## src/rtl/dac_sweep_engine.sv

```systemverilog
// Staircase DAC sweep responder: plays a saturating ramp on trigger and pulses done after the last dwell.
// Define DAC_SWEEP_TRIANGLE_EN to retrace the ramp back toward the start (P = 2*num_steps+1).
module dac_sweep_engine #(
  parameter int DAC_W   = 12,
  parameter int NSTEP_W = 10,
  parameter int DWELL_W = 16
) (
  input  logic               clk_i,
  input  logic               rst_i,
  input  logic               trigger_dac_i,
  input  logic [DAC_W-1:0]   start_code_i,
  input  logic [DAC_W-1:0]   step_code_i,
  input  logic [NSTEP_W-1:0] num_steps_i,
  input  logic [DWELL_W-1:0] dwell_i,
  input  logic               dir_i,
  output logic [DAC_W-1:0]   dac_code_o,
  output logic               dac_load_o,
  output logic               busy_o,
  output logic               done_dac_o,
  output logic               clipped_o
);

  localparam logic [1:0] ST_IDLE  = 2'd0;
  localparam logic [1:0] ST_POINT = 2'd1;
  localparam logic [1:0] ST_DWELL = 2'd2;
  localparam logic [1:0] ST_DONE  = 2'd3;

  logic [1:0]         state_q, state_d;
  logic [DAC_W-1:0]   code_q, code_d;
  logic [DAC_W-1:0]   step_q, step_d;
  logic [NSTEP_W-1:0] nsteps_q, nsteps_d;
  logic [DWELL_W-1:0] dwell_q, dwell_d;
  logic               dir_q, dir_d;
  logic [DWELL_W-1:0] cnt_q, cnt_d;
  logic [NSTEP_W:0]   idx_q, idx_d;
  logic               load_q, load_d;
  logic               busy_q, busy_d;
  logic               done_q, done_d;
  logic               clip_q, clip_d;

  logic [NSTEP_W:0]   total_steps;
  logic               step_dir;
  logic [DAC_W:0]     sum_ext, diff_ext;
  logic [DAC_W-1:0]   next_code;
  logic               next_clip;
  logic [DWELL_W-1:0] dwell_eff;

`ifdef DAC_SWEEP_TRIANGLE_EN
  // Second half of the steps runs opposite to the requested direction.
  assign total_steps = {nsteps_q, 1'b0};
  assign step_dir    = dir_q ^ (idx_q >= {1'b0, nsteps_q});
`else
  assign total_steps = {1'b0, nsteps_q};
  assign step_dir    = dir_q;
`endif

  assign sum_ext   = {1'b0, code_q} + {1'b0, step_q};
  assign diff_ext  = {1'b0, code_q} - {1'b0, step_q};
  assign dwell_eff = (dwell_i == '0) ? {{(DWELL_W-1){1'b0}}, 1'b1} : dwell_i;

  // The extra MSB is the carry (ascending) or borrow (descending).
  always_comb begin
    next_code = '0;
    next_clip = 1'b0;
    if (step_dir) begin
      if (diff_ext[DAC_W]) begin
        next_code = '0;
        next_clip = 1'b1;
      end else begin
        next_code = diff_ext[DAC_W-1:0];
      end
    end else begin
      if (sum_ext[DAC_W]) begin
        next_code = '1;
        next_clip = 1'b1;
      end else begin
        next_code = sum_ext[DAC_W-1:0];
      end
    end
  end

  // The POINT cycle is the first cycle of each point's dwell, so cnt counts the remaining D-1.
  always_comb begin
    state_d  = state_q;
    code_d   = code_q;
    step_d   = step_q;
    nsteps_d = nsteps_q;
    dwell_d  = dwell_q;
    dir_d    = dir_q;
    cnt_d    = cnt_q;
    idx_d    = idx_q;
    load_d   = 1'b0;
    busy_d   = busy_q;
    done_d   = 1'b0;
    clip_d   = clip_q;
    case (state_q)
      ST_IDLE: begin
        if (trigger_dac_i) begin
          code_d   = start_code_i;
          step_d   = step_code_i;
          nsteps_d = num_steps_i;
          dwell_d  = dwell_eff;
          dir_d    = dir_i;
          cnt_d    = dwell_eff - 1'b1;
          idx_d    = '0;
          clip_d   = 1'b0;
          load_d   = 1'b1;
          busy_d   = 1'b1;
          state_d  = ST_POINT;
        end
      end
      ST_POINT, ST_DWELL: begin
        if (cnt_q == '0) begin
          if (idx_q != total_steps) begin
            code_d  = next_code;
            clip_d  = clip_q | next_clip;
            idx_d   = idx_q + 1'b1;
            cnt_d   = dwell_q - 1'b1;
            load_d  = 1'b1;
            state_d = ST_POINT;
          end else begin
            busy_d  = 1'b0;
            done_d  = 1'b1;
            state_d = ST_DONE;
          end
        end else begin
          cnt_d   = cnt_q - 1'b1;
          state_d = ST_DWELL;
        end
      end
      ST_DONE: state_d = ST_IDLE;
      default: state_d = ST_IDLE;
    endcase
  end

  always_ff @(posedge clk_i or posedge rst_i) begin
    if (rst_i) begin
      state_q  <= ST_IDLE;
      code_q   <= '0;
      step_q   <= '0;
      nsteps_q <= '0;
      dwell_q  <= '0;
      dir_q    <= 1'b0;
      cnt_q    <= '0;
      idx_q    <= '0;
      load_q   <= 1'b0;
      busy_q   <= 1'b0;
      done_q   <= 1'b0;
      clip_q   <= 1'b0;
    end else begin
      state_q  <= state_d;
      code_q   <= code_d;
      step_q   <= step_d;
      nsteps_q <= nsteps_d;
      dwell_q  <= dwell_d;
      dir_q    <= dir_d;
      cnt_q    <= cnt_d;
      idx_q    <= idx_d;
      load_q   <= load_d;
      busy_q   <= busy_d;
      done_q   <= done_d;
      clip_q   <= clip_d;
    end
  end

  assign dac_code_o = code_q;
  assign dac_load_o = load_q;
  assign busy_o     = busy_q;
  assign done_dac_o = done_q;
  assign clipped_o  = clip_q;

endmodule

```

## config.mk

```make
export PLATFORM = sky130hd
export DESIGN_NAME = dac_sweep_engine
export DESIGN_NICKNAME = d
export VERILOG_FILES = /design/src/rtl/dac_sweep_engine.sv
export SDC_FILE = /design/constraint.sdc
export NUM_CORES = 1
export LEC_CHECK = 0
export CORE_UTILIZATION = 45
export DETAILED_ROUTE_END_ITERATION = 7
export GPL_TIMING_DRIVEN = 0
export MAX_ROUTING_LAYER = met4
export PLACE_DENSITY = 0.67
export RECOVER_POWER = 100
export SLEW_MARGIN = 40
export SYNTH_ARGS = -nofsm -noshare
export SYNTH_HDL_FRONTEND = slang
export SYNTH_SLANG_ARGS = --single-unit
export TNS_END_PERCENT = 5
```

## constraint.sdc

```tcl
create_clock -name clk_i -period 7.4 [get_ports clk_i]
set_input_delay 1.48 -clock clk_i [delete_from_list [all_inputs] [get_ports clk_i]]
set_output_delay 1.48 -clock clk_i [all_outputs]
set_load 0.02 [all_outputs]
```

# Yosys cells after proc, flatten, opt, wreduce, memory -nomap -nowiden
# Cells that the tools add are included.
[totals]
ff_bits = 84
in_bits = 54
output_inout_bits = 16
wordCells = 75
[op_classes]
addsub = 6
eq_ne = 9
n_mux = 38
bitwise = 1
n_reduce_logical = 9
[op_table]
columns = ["op", "n"]
rows = [
  ["two-way mux 12 bit", 6],
  ["two-way mux 16 bit", 4],
  ["subtractor 16 x 1 -> 16 bit, second input constant", 3],
  ["two-way mux 11 bit", 3],
  ["zero test 16 bit", 2],
  ["one-hot mux 16 bit (2 select lines)", 1],
  ["one-hot mux 12 bit (2 select lines)", 1],
  ["one-hot mux 11 bit (2 select lines)", 1],
  ["two-way mux 1 bit", 15],
  ["adder 12 x 12 -> 13 bit", 1],
  ["subtractor 12 x 12 -> 13 bit", 1],
  ["adder 11 x 1 -> 11 bit, second input constant", 1],
  ["!= test 11 x 10 -> 1 bit", 1],
  ["!= test 2 bit, second input constant", 4],
  ["AND reduction 4 bit", 2],
  ["two-way mux 2 bit", 3],
  ["one-hot mux 1 bit (2 select lines)", 3],
  ["one-hot mux 2 bit (3 select lines)", 1],
  ["equality test 2 bit, second input constant", 2],
  ["!= test 3 bit, second input constant", 1],
  ["AND reduction 3 bit", 1],
  ["equality test 2 x 1 -> 1 bit, second input constant", 1],
  ["zero test 2 bit", 1],
  ["AND reduction 2 bit", 1],
  ["other kinds (3)", 3],
]

# Depth between registers and ports, before layout
[depth]
word_depth = 7
mapped_depth = 15
depth_no_buf = 13

# Worst setup path before layout
# OpenSTA, ideal clock, no wires.
[synth_timing]
path_type = "input to register"
start = "input dwell_i[4]"
end = "register cnt_q[14]"
setup_time_ns = 0.132
t_arrival_ns = 3.869
required_ns = 7.268
path_slack_ns = 3.399
stages = 12
path_buffers = 0
cell_sequence = "nor4_1 > a41oi_1 > and2_1 > a21o_1 > ha_1 > inv_1 > o41ai_1 > nor4_1 > nor3_1 > nand3_1 > and2_1 > or3b_1"
[synth_via]
elab_chain_cells = 5
[synth_rtl]
columns = ["item", "line", "source"]
rows = [
  ["from (decl)", "14", "input logic [DWELL_W-1:0] dwell_i,"],
  ["zero test 16 bit", "59", "assign dwell_eff = (dwell_i == '0) ? {{(DWELL_W-1){1'b0}}, 1'b1} : dwell_i;"],
  ["two-way mux 16 bit *", "59", ""],
  ["subtractor 16 x 1 -> 16 bit *", "104", "cnt_d = dwell_eff - 1'b1;"],
  ["two-way mux 16 bit *", "98", "if (trigger_dac_i) begin"],
  ["one-hot mux 16 bit (2 select lines) *", "96", "case (state_q)"],
  ["to (signal assigned)", "157", "cnt_q <= cnt_d;"],
  ["to (decl)", "34", "logic [DWELL_W-1:0] cnt_q, cnt_d;"],
]
# Mark *: on every way between the ends. The rest lies on a longest branch, timed or not. The select of a mux whose other input is x is not followed.
# A chain may end at the register's enable or synchronous reset.

# Final worst setup path
[layout_timing]
start = "input dwell_i[3]"
end = "register cnt_q[14]"
# The elaborated chain is that of the path after synthesis.

==> summary.md <==
| Metric | Value |
|---|---|
| Status | complete, but fails checks |
| Failing checks | max-capacitance violations, max-slew violations |
| Crit path cell chain | dlygate4sd3_1 > nor4_1 > a41oi_1 > and2_0 > a21o_1 > ha_1 > inv_1 > o41ai_1 > nor4_1 > nor3_1 > nand3_1 > and2_1 > or3b_1 |
| VDD IR max | between 0.15 and 0.2 mV |
| DR iter-0 viols | 535 |
| Final Power | 3.60 mW |
| I/O pin cnt | 70 |
| Clock sink total | 84 |
| Setup_tns | 0 ps |
| Grt peak-use layer | met2 |
| Port bufs | between 60 and 70 |
| DR vias | 5417 |
| Slew @ Worst Pin | approximately 2300 ps |
| DR vias/cell | 5.93 |
| DP HPWL | 12.3 mm |
| Tmin final | 5200 ps |
| Syn_nets | 740 |
| Crit end category | flop |
| Core footprint | 12700 µm² |
| Netlist cell types | 68 |
| Met1 track demand over resource | 0.350 |
| Final setup violation count | 0 |
| Finished Layout Cells | 913 |
| Clock Tree Buf Depth | 2 |
| Max Slew Vio Count | 87 |
| Arrival time worst endpoint | approximately 5400 ps |
| FP Rows | 41 |
| Crit-path leading delay family | simple AND/OR/NAND/NOR gates |
| Post-synth top area cell | dfrtp_1 |
| Diodes inserted | 0 |
| CTS tree | built |
| H-tree levels | 3 |
| WHS | between 500 and 600 ps |
| Count leader, synth | dfrtp_1 |
| Share of layout cells above drive strength 1 | 0.104 |
| Worst skew pair latency | 350 ps |
| RSZ-0062 raised after global routing | false |
| Critical Path Start | dwell_i[3] |
| Switching part of the total power | 0.490 |
| EDFF count, synth | 0 |
| Synth warn | 0 |
| Clk_skew | 6.86 ps |
| Placed cell count | 897 |
| Yosys reg bits | 84 |
| Routed wire per std cell | 18.2 µm |
| Final cycle utilization of the critical path | 0.702 |
| Initial antenna violation count | 0 |
| Vert. Die Dim | approximately 120 µm |
| Gpl congestion | around 0.96 |
| Die W | 116 µm |
| Sw Pwr | between 1.5 and 2 mW |
| Post-Syn Instances | 655 |
| FF-to-FF Start | state_q[0]$_DFFE_PP0P_ |
| Hold buffers post-CTS | 0 |
| Required @ worst endpoint | 7620 ps |
| Die ar. | 13500 µm² |
| CP max stage cell | nor3_1 |
| Vias in the first global route | 5227 |
| CP max stage delay | 910 ps |
| Post-synthesis sequential area ratio | 0.357 |
| Worst-path clk slew | 60 ps |
| # Max-Cap Violations | 2 |
| WL final | around 17 mm |
| CTS buffer count | 9 |
| Met3 Use GR | 0.0306 |
| Post-synth top area share | 0.357 |
| Grt met2 use | 0.433 |
| First-pass GRT wire length | 26.9 mm |
| Total GRT Usage | 0.270 |
| Kind of critical path | input pin to flop |
| Mean post-synth cell area | between 8 and 9 µm² |
| Post-CTS setup buffers | 0 |
| Crit path buf inv count | 2 |
| Predominant post-synthesis flop cell | dfrtp_1 |
| PnR worst setup slack | 2200 ps |
| Largest net degree at the start of global routing | between 40 and 50 |
| Worst min path class | flop to flop |
| Starting Density | 0.464 |
| CTS root buf | clkbuf_16 |
| Mapped cell area | between 5000 and 6000 µm² |
| Top cells by count, synth | dfrtp_1 (84), o21ai_0 (53), nand2_1 (50) |
| DP Worst Slack | 2270 ps |
| Post-cts gate resize count | 0 |
| Pleak | 2.93 nW |
| CP Max Fanout | 8 |
| PwrDens | 511 nW/µm² |
| Synth top area cells | dfrtp_1 (36%), mux2_2 (7.5%), ha_1 (6.2%) |
| Flop pwr share | 0.244 |
| Fmax | 192 MHz |
| Slew headroom | -0.508 |
| Total Nets Final | between 800 and 900 |
| CP dominant cell by count | nor4_1 |
| Worst Min Path Start | dwell_q[12]$_DFFE_PP0P_ |
| First-pass DRT Iterations | 6 |
| Crit start category | input pin |
| Logic pwr share | 0.635 |
| # DRC | 0 |
| Pint | between 1.5 and 2 mW |
| Area Growth Syn to Fin | 19.9% |
| Clk pwr share | 0.121 |
| GR Overflow Total | 0 |
| Post-synth ARST share | 1.00 |
| Final ANT Viol Nets | 0 |
| Hold Fails Final Rpt | 0 |
==> flip-flops by register name, indices dropped and copies added (netlist names), 2 cells and up <==
register	flops
nsteps_q	10
dwell_q	16
idx_q	11
dac_code_o	12
state_q	2
step_q	12
cnt_q	16
==> metal layers <==
metal  up-vias  part of all wire
met2       169              0.48
met3        25             0.051
li1       2577                 -
met4         0             0.020
met5         -                 0
met1      2646              0.45
==> per-stage QoR <==
stage,area (µm²),utilization
finish,7050,0.557
CTS,7100,0.560
detailed placement,6820,0.538
global placement,6790,0.536
global route,7050,0.557
floorplan,5880,-
==> final cells by class <==
cell class	count	area, µm²
buffer	30	123
clock buffer	12	256
clock inverter	4	23.8
fill	1209	5620
inverter	36	136
multi-input combinational	505	3500
sequential	84	2100
tap	172	215
timing repair buffer	70	694
==> logic make-up after synthesis <==
kind of cell    count (synthesis)  share of synthesized area
fa+ha+maj                      31                     0.0685
simple gates                  217                      0.192
flops                          84                      0.357
mux                            48                     0.0900
buf+inv                        66                     0.0457
compound gates                185                      0.209
xor+xnor                       24                     0.0370
==> final timing paths <==
path	to	slack, ps	cells past startpoint
setup / recovery	cnt_q[14]$_DFFE_PP0P_	2200	13
hold reg to reg	dwell_q[12]$_DFFE_PP0P_	510	1
setup reg to reg	cnt_q[14]$_DFFE_PP0P_	2340	15
hold / removal	dwell_q[12]$_DFFE_PP0P_	510	1
max in group asynchronous	dwell_q[6]$_DFFE_PP0P_	2650	3
min in group asynchronous	dac_code_o[1]$_DFFE_PP0P_	2180	2
==> layout by cell type (no fill, tap or decap), drive strengths merged, types with 5 or more instances in the layout <==
cell type and count:
ha 29, o221ai 7, a21o 6, a31oi 7, nand4 6, o31ai 5, dfrtp 84, inv 35
nand3 19, xnor2 12, nand2b 6, nor2b 11, a41o 5, a21oi 39, and2 8, mux2i 9
nand2 50, nor2 43, dlygate4sd3 19, mux2 39, clkdlybuf4s50 50, xor2 12, or3 14, nor4 16
o21bai 6, clkbuf 40, nor3 27, o21ai 54, a31o 5
==> power groups by stage <==
stage / logic [mW] / registers (mW) / clock network (mW)
after floorplan: 1.64 / 0.867 / 0
final: 2.29 / 0.880 / 0.434
after global routing: 2.53 / 0.909 / 0.462
after detailed placement: 2.29 / 0.885 / 0
after CTS: 2.30 / 0.880 / 0.442
after global placement: 2.24 / 0.876 / 0
Note: power is estimated with default switching activity, not from simulation.
==> RTL change 1 (same settings) <==
Put one more register stage on the output `clipped_o`, without a reset. The value now appears one clock later. The other outputs are not delayed to match.
--- a/src/rtl/dac_sweep_engine.sv
+++ b/src/rtl/dac_sweep_engine.sv
@@ -169,3 +169,5 @@
   assign done_dac_o = done_q;
-  assign clipped_o  = clip_q;
+  always_ff @(posedge clk_i) begin
+    clipped_o <= clip_q;
+  end
 
Check against the original RTL: not equivalent (Yosys sat finds a counterexample within 4 cycles, from zero or initial values and one cycle with rst_i high).
==> RTL change 1 against the original RTL <==
The run still ends with max-capacitance violations, max-slew violations left; area after synthesis rose by 0.34%; total power rose by 4.3%; sequential power rose by 2%; sequential cell count rose by 1; global-route usage barely moved; register-to-register slack got worse by 0.03 ns; design area rose by 1.7%; setup slack got worse by 0.094 ns; first-iteration DRC count fell by 21%; wire length rose by 1.2%; largest cell class unchanged; largest power group unchanged.
==> RTL change 1: results (changes against the original RTL) <==
metric,value,unit,change
H-tree depth,3,,unchanged
Post-layout nets,822,,was 821
number of vias per cell,5.93,,about the same
TritonRoute pass-1 iters,5,,was 6
"CTS clk-pin slew, worst paths",0.07,ns,
leading cell types by count after synthesis,"84 x dfrtp_1, 53 x o21ai_0, 50 x nand2_1",,unchanged
YS warnings,0,,unchanged
routability cong.,0.986,,was 0.958
max-cap viol count,2,,unchanged
Iteration-0 DRC Markers,424,,was 535
failing checks,"max-capacitance violations, max-slew violations",,unchanged
drt total wl,16800,um,was 16600 um
first-pass GRT wire length,27000,um,was 26900 um
Final Non-Filler Cells,914,,was 913
Worst Hold Class,reg -> reg,,unchanged
largest buffer count on any clock path,2,,unchanged
initial antenna violation count,0,,unchanged
# port buffers,69,,unchanged
number of setup buffers added after CTS,0,,unchanged
Crit-path slowest cell,nor3_1,,unchanged
placed insts,898,,was 897
number of global-route vias before repair,5252,,was 5227
CTS Root Cell,clkbuf_16,,unchanged
Worst Path Max Fanout,8,,unchanged
VDD IR max,0.175,mV,was 0.180 mV
ant diodes,0,,unchanged
all-layer global routing usage,27.1,%,was 27.0%
# fillers,1197,,was 1209
Syn Nets,741,,was 740
Slew HR,-55.7,%,was -50.8%
PostCTS Resize Cnt,0,,unchanged
CP top delay family,simple AND/OR/NAND/NOR gates,,unchanged
clock latency at the later pin of the worst-skew pair,0.36,ns,
ys async rst share,98.8,%,was 100%
outcome,"complete, but fails checks",,unchanged
Num CTS Buffers,9,,unchanged
synth unique cells,69,,was 68
post-DP HPWL,12500,um,was 12300 um
clock skew,0.00888,ns,was 0.00686 ns
"Seq/Total Area, Yosys",36.0,%,was 35.7%
Max stage delay on crit path,0.87,ns,was 0.91 ns
largest net degree at the start of global routing,44,,was 49
WP data arrival,5.52,ns,was 5.42 ns
Mapped Cells,656,,was 655
synth top area cells,"dfrtp_1 36%, mux2_2 7.4%, ha_1 6.1%",,"was dfrtp_1 36%, mux2_2 7.5%, ha_1 6.2%"
dpl ws,2.17,ns,was 2.27 ns
cell area after layout,7170,um2,was 7050 um2
Largest regs,"cnt_q: 16 flops, dwell_q: 16 flops",,unchanged
placed cell area,6850,um2,was 6820 um2
Leak,2.98,nW,was 2.93 nW
share of cells above drive strength 1,10.5,%,was 10.4%
Final Slew Violations,87,,unchanged
==> RTL change 1: cell count changes in the layout (fill, tap and decap cells not counted) <==
| cell | unedited run | this run |
|---|---|---|
| bufinv_16 | 0 | 4 |
| clkinv_4 | 1 | 0 |
| inv_6 | 0 | 1 |
| clkbuf_1 | 29 | 28 |
| clkinv_2 | 3 | 0 |
| dfxtp_1 | 0 | 1 |
==> RTL change 1: power by group <==
group / internal (W) / switching (W) / total, W
registers: 0.000681 / 0.000216 / 0.000897
logic: 0.000921 / 0.00136 / 0.00228
clock network: 0.000384 / 0.000196 / 0.000580
total: 0.00199 / 0.00177 / 0.00376
==> RTL change 1: worst paths after layout <==
check	slack [ns]	startpoint	depth (start not counted)	endpoint
worst max-delay path	2.11	dwell_i[2]	13	cnt_q[14]
worst min-delay path	0.38	clip_q	0	clipped_o
worst max register to register	2.31	state_q[1]	15	cnt_q[14]
worst min register to register	0.38	clip_q	0	clipped_o
max in group asynchronous	2.48	rst_i	3	dac_code_o[9]
min in group asynchronous	2.05	rst_i	2	dac_code_o[3]
==> RTL change 1: layout make-up <==
cell class	instances	share of cell area, %
multi-input cells	505	48.8
flip-flops and latches	85	29.6
repair buffers	70	9.68
clock buffers	11	3.52
well taps	172	3.00
inverters	36	1.90
clock inverters	5	1.80
plain buffers	30	1.71
==> RTL change 1: kinds of logic after synthesis <==
group	synth area share, %
AND/OR/NAND/NOR	19.1
flip-flops	36.0
multiplexers	8.97
AO/OA/AOI/OAI	20.8
adder cells (fa/ha/maj)	6.83
buffers and inverters	4.56
XOR/XNOR	3.69
==> RTL change 1: layer usage <==
metal	wire length [um]	global-route usage [%]	vias up
met5	0	-	-
met4	340	11.5	0
met3	980	4.46	25
met2	8260	44.1	179
met1	7250	33.2	2645
li1	-	-	2570
==> RTL change 2 (config.mk and constraints unchanged) <==
Made on the original files. The parameter `DAC_W` goes from 12 to 24.
--- a/src/rtl/dac_sweep_engine.sv
+++ b/src/rtl/dac_sweep_engine.sv
@@ -3,3 +3,3 @@
 module dac_sweep_engine #(
-  parameter int DAC_W   = 12,
+  parameter int DAC_W   = 24,
   parameter int NSTEP_W = 10,
Interface: changed (resized dac_code_o, start_code_i and step_code_i); port bits go from 70 to 106. The function was not compared with the original's and may differ.
==> RTL change 2 against the original RTL <==
Design area up 35%; core utilization down 0.23 points; wire length up 39%; sequential share of layout area down 1.5 points; sequential cell count up 24; die area up 34%; area after synthesis up 35%; fmax up 19%; setup slack better by 0.82 ns; critical endpoint is now dac_code_o[8].
Power is not shown: default switching activity piles up to over one toggle a cycle in this logic, so the estimate is an artifact.
==> RTL change 2: results (changes against the original RTL) <==
metric,value,unit,change
Hold Crit Depth,2,,was 1
# port buffers,105,,was 69
inverters,57,,was 36
"CTS clk-pin slew, worst paths",0.09,ns,was 0.06 ns
routability cong.,0.949,,was 0.958
#FFs+latches synth,108,,was 84
# fillers,1599,,was 1209
Syn Nets,1041,,was 740
largest net degree at the start of global routing,80,,was 49
GRT met2 Usage,44.6,%,was 43.3%
synth unique cells,80,,was 68
Max stage delay on crit path,0.73,ns,was 0.91 ns
Worst Path Max Fanout,10,,was 8
ys async rst share,100,%,unchanged
first-pass GRT wire length,37600,um,was 26900 um
Post-layout nets,1158,,was 821
post-DR wirelength/cell,18.4,um,was 18.2 um
R2R cell count,15,,unchanged
share of cells above drive strength 1,9.99,%,was 10.4%
multi-input logic portion of the cell area,49.8,%,was 49.7%
Num CTS Buffers,9,,unchanged
Slew @ Worst Pin,1.37,ns,was 2.25 ns
WP data arrival,4.60,ns,was 5.42 ns
synth top area cells,"dfrtp_1 34%, ha_1 8.2%, mux2_2 7.4%",,"was dfrtp_1 36%, mux2_2 7.5%, ha_1 6.2%"
met3 wire len,1240,um,was 848 um
Metal-1 WL,10400,um,was 7550 um
comb_multi_in,699,,was 505
YS warnings,0,,unchanged
fraction of area in registers,28.3,%,was 29.8%
number of vias per cell,5.76,,was 5.93
post-DP HPWL,17200,um,was 12300 um
grt met3 use,4.39,%,was 3.06%
TritonRoute pass-1 iters,5,,was 6
number of global-route vias before repair,7102,,was 5227
metal2 WL,10800,um,was 7910 um
buffering overhead,13.2,%,was 11.6%
number of setup buffers added after CTS,0,,unchanged
ClkCell Share,3.56,%,was 3.97%
met1 Track Usage GR,35.6,%,was 35.0%
Iteration-0 DRC Markers,453,,was 535
"Seq/Total Area, Yosys",34.2,%,was 35.7%
outcome,completed,,"was complete, but fails checks"
clock latency at the later pin of the worst-skew pair,0.37,ns,was 0.35 ns
Crit-path slowest cell,o41ai_1,,was nor3_1
initial antenna violation count,0,,unchanged
bufs w/o clock,151,,was 100
all-layer global routing usage,27.6,%,was 27.0%
leading cell types by count after synthesis,"108 x dfrtp_1, 101 x a21oi_1, 73 x nand2_1, 73 x nor2_1, 59 x o21ai_0",,"was 84 x dfrtp_1, 53 x o21ai_0, 50 x nand2_1"
clock skew,0.0146,ns,was 0.00686 ns
-- RTL change 2: critical path: cells and delay by family (launching register included) --
| kind | cells | cell delay [ns] |
|---|---|---|
| compound gates | 6 | 1.52 |
| buf+inv | 4 | 1.10 |
| flops | 1 | 0.44 |
| fa+ha+maj | 2 | 0.58 |
| mux | 1 | 0.26 |
| simple gates | 2 | 0.33 |
-- RTL change 2: stage by stage --
step | hold WS (ns) | cells | setup WS [ns] | instance area (um2)
5_1_grt | 0.531 | 1256 | 2.72 | 9550
6_report | 0.505 | 1256 | 3.02 | 9550
4_1_cts | 0.507 | 1256 | 3.58 | 9620
3_3_place_gp | 0.479 | 1239 | 1.37 | 9250
2_1_floorplan | 0.451 | 909 | 3.07 | 7910
3_5_place_dp | 0.489 | 1240 | 3.20 | 9280
-- RTL change 2: path summary, 6_finish.rpt --
| kind | from | slack, ns | end |
|---|---|---|---|
| worst max-delay path | dac_code_o[0] | 3.02 | dac_code_o[8] |
| worst min-delay path | dwell_q[0] | 0.51 | dwell_q[0] |
| worst max register to register | dac_code_o[0] | 3.02 | dac_code_o[8] |
| worst min register to register | dwell_q[0] | 0.51 | dwell_q[0] |
| max in group asynchronous | rst_i | 4.59 | dac_code_o[13] |
| min in group asynchronous | rst_i | 1.88 | nsteps_q[5] |
-- RTL change 2: kinds of logic (layout without fill, tap and decap cells) --
family | after synthesis | count (layout) | share of synthesized area, %
compound gates | 293 | 293 | 24.2
buf+inv | 102 | 224 | 5.20
simple gates | 261 | 261 | 16.0
flops | 108 | 108 | 34.2
mux | 54 | 54 | 7.65
xor+xnor | 37 | 37 | 4.10
fa+ha+maj | 54 | 54 | 8.73
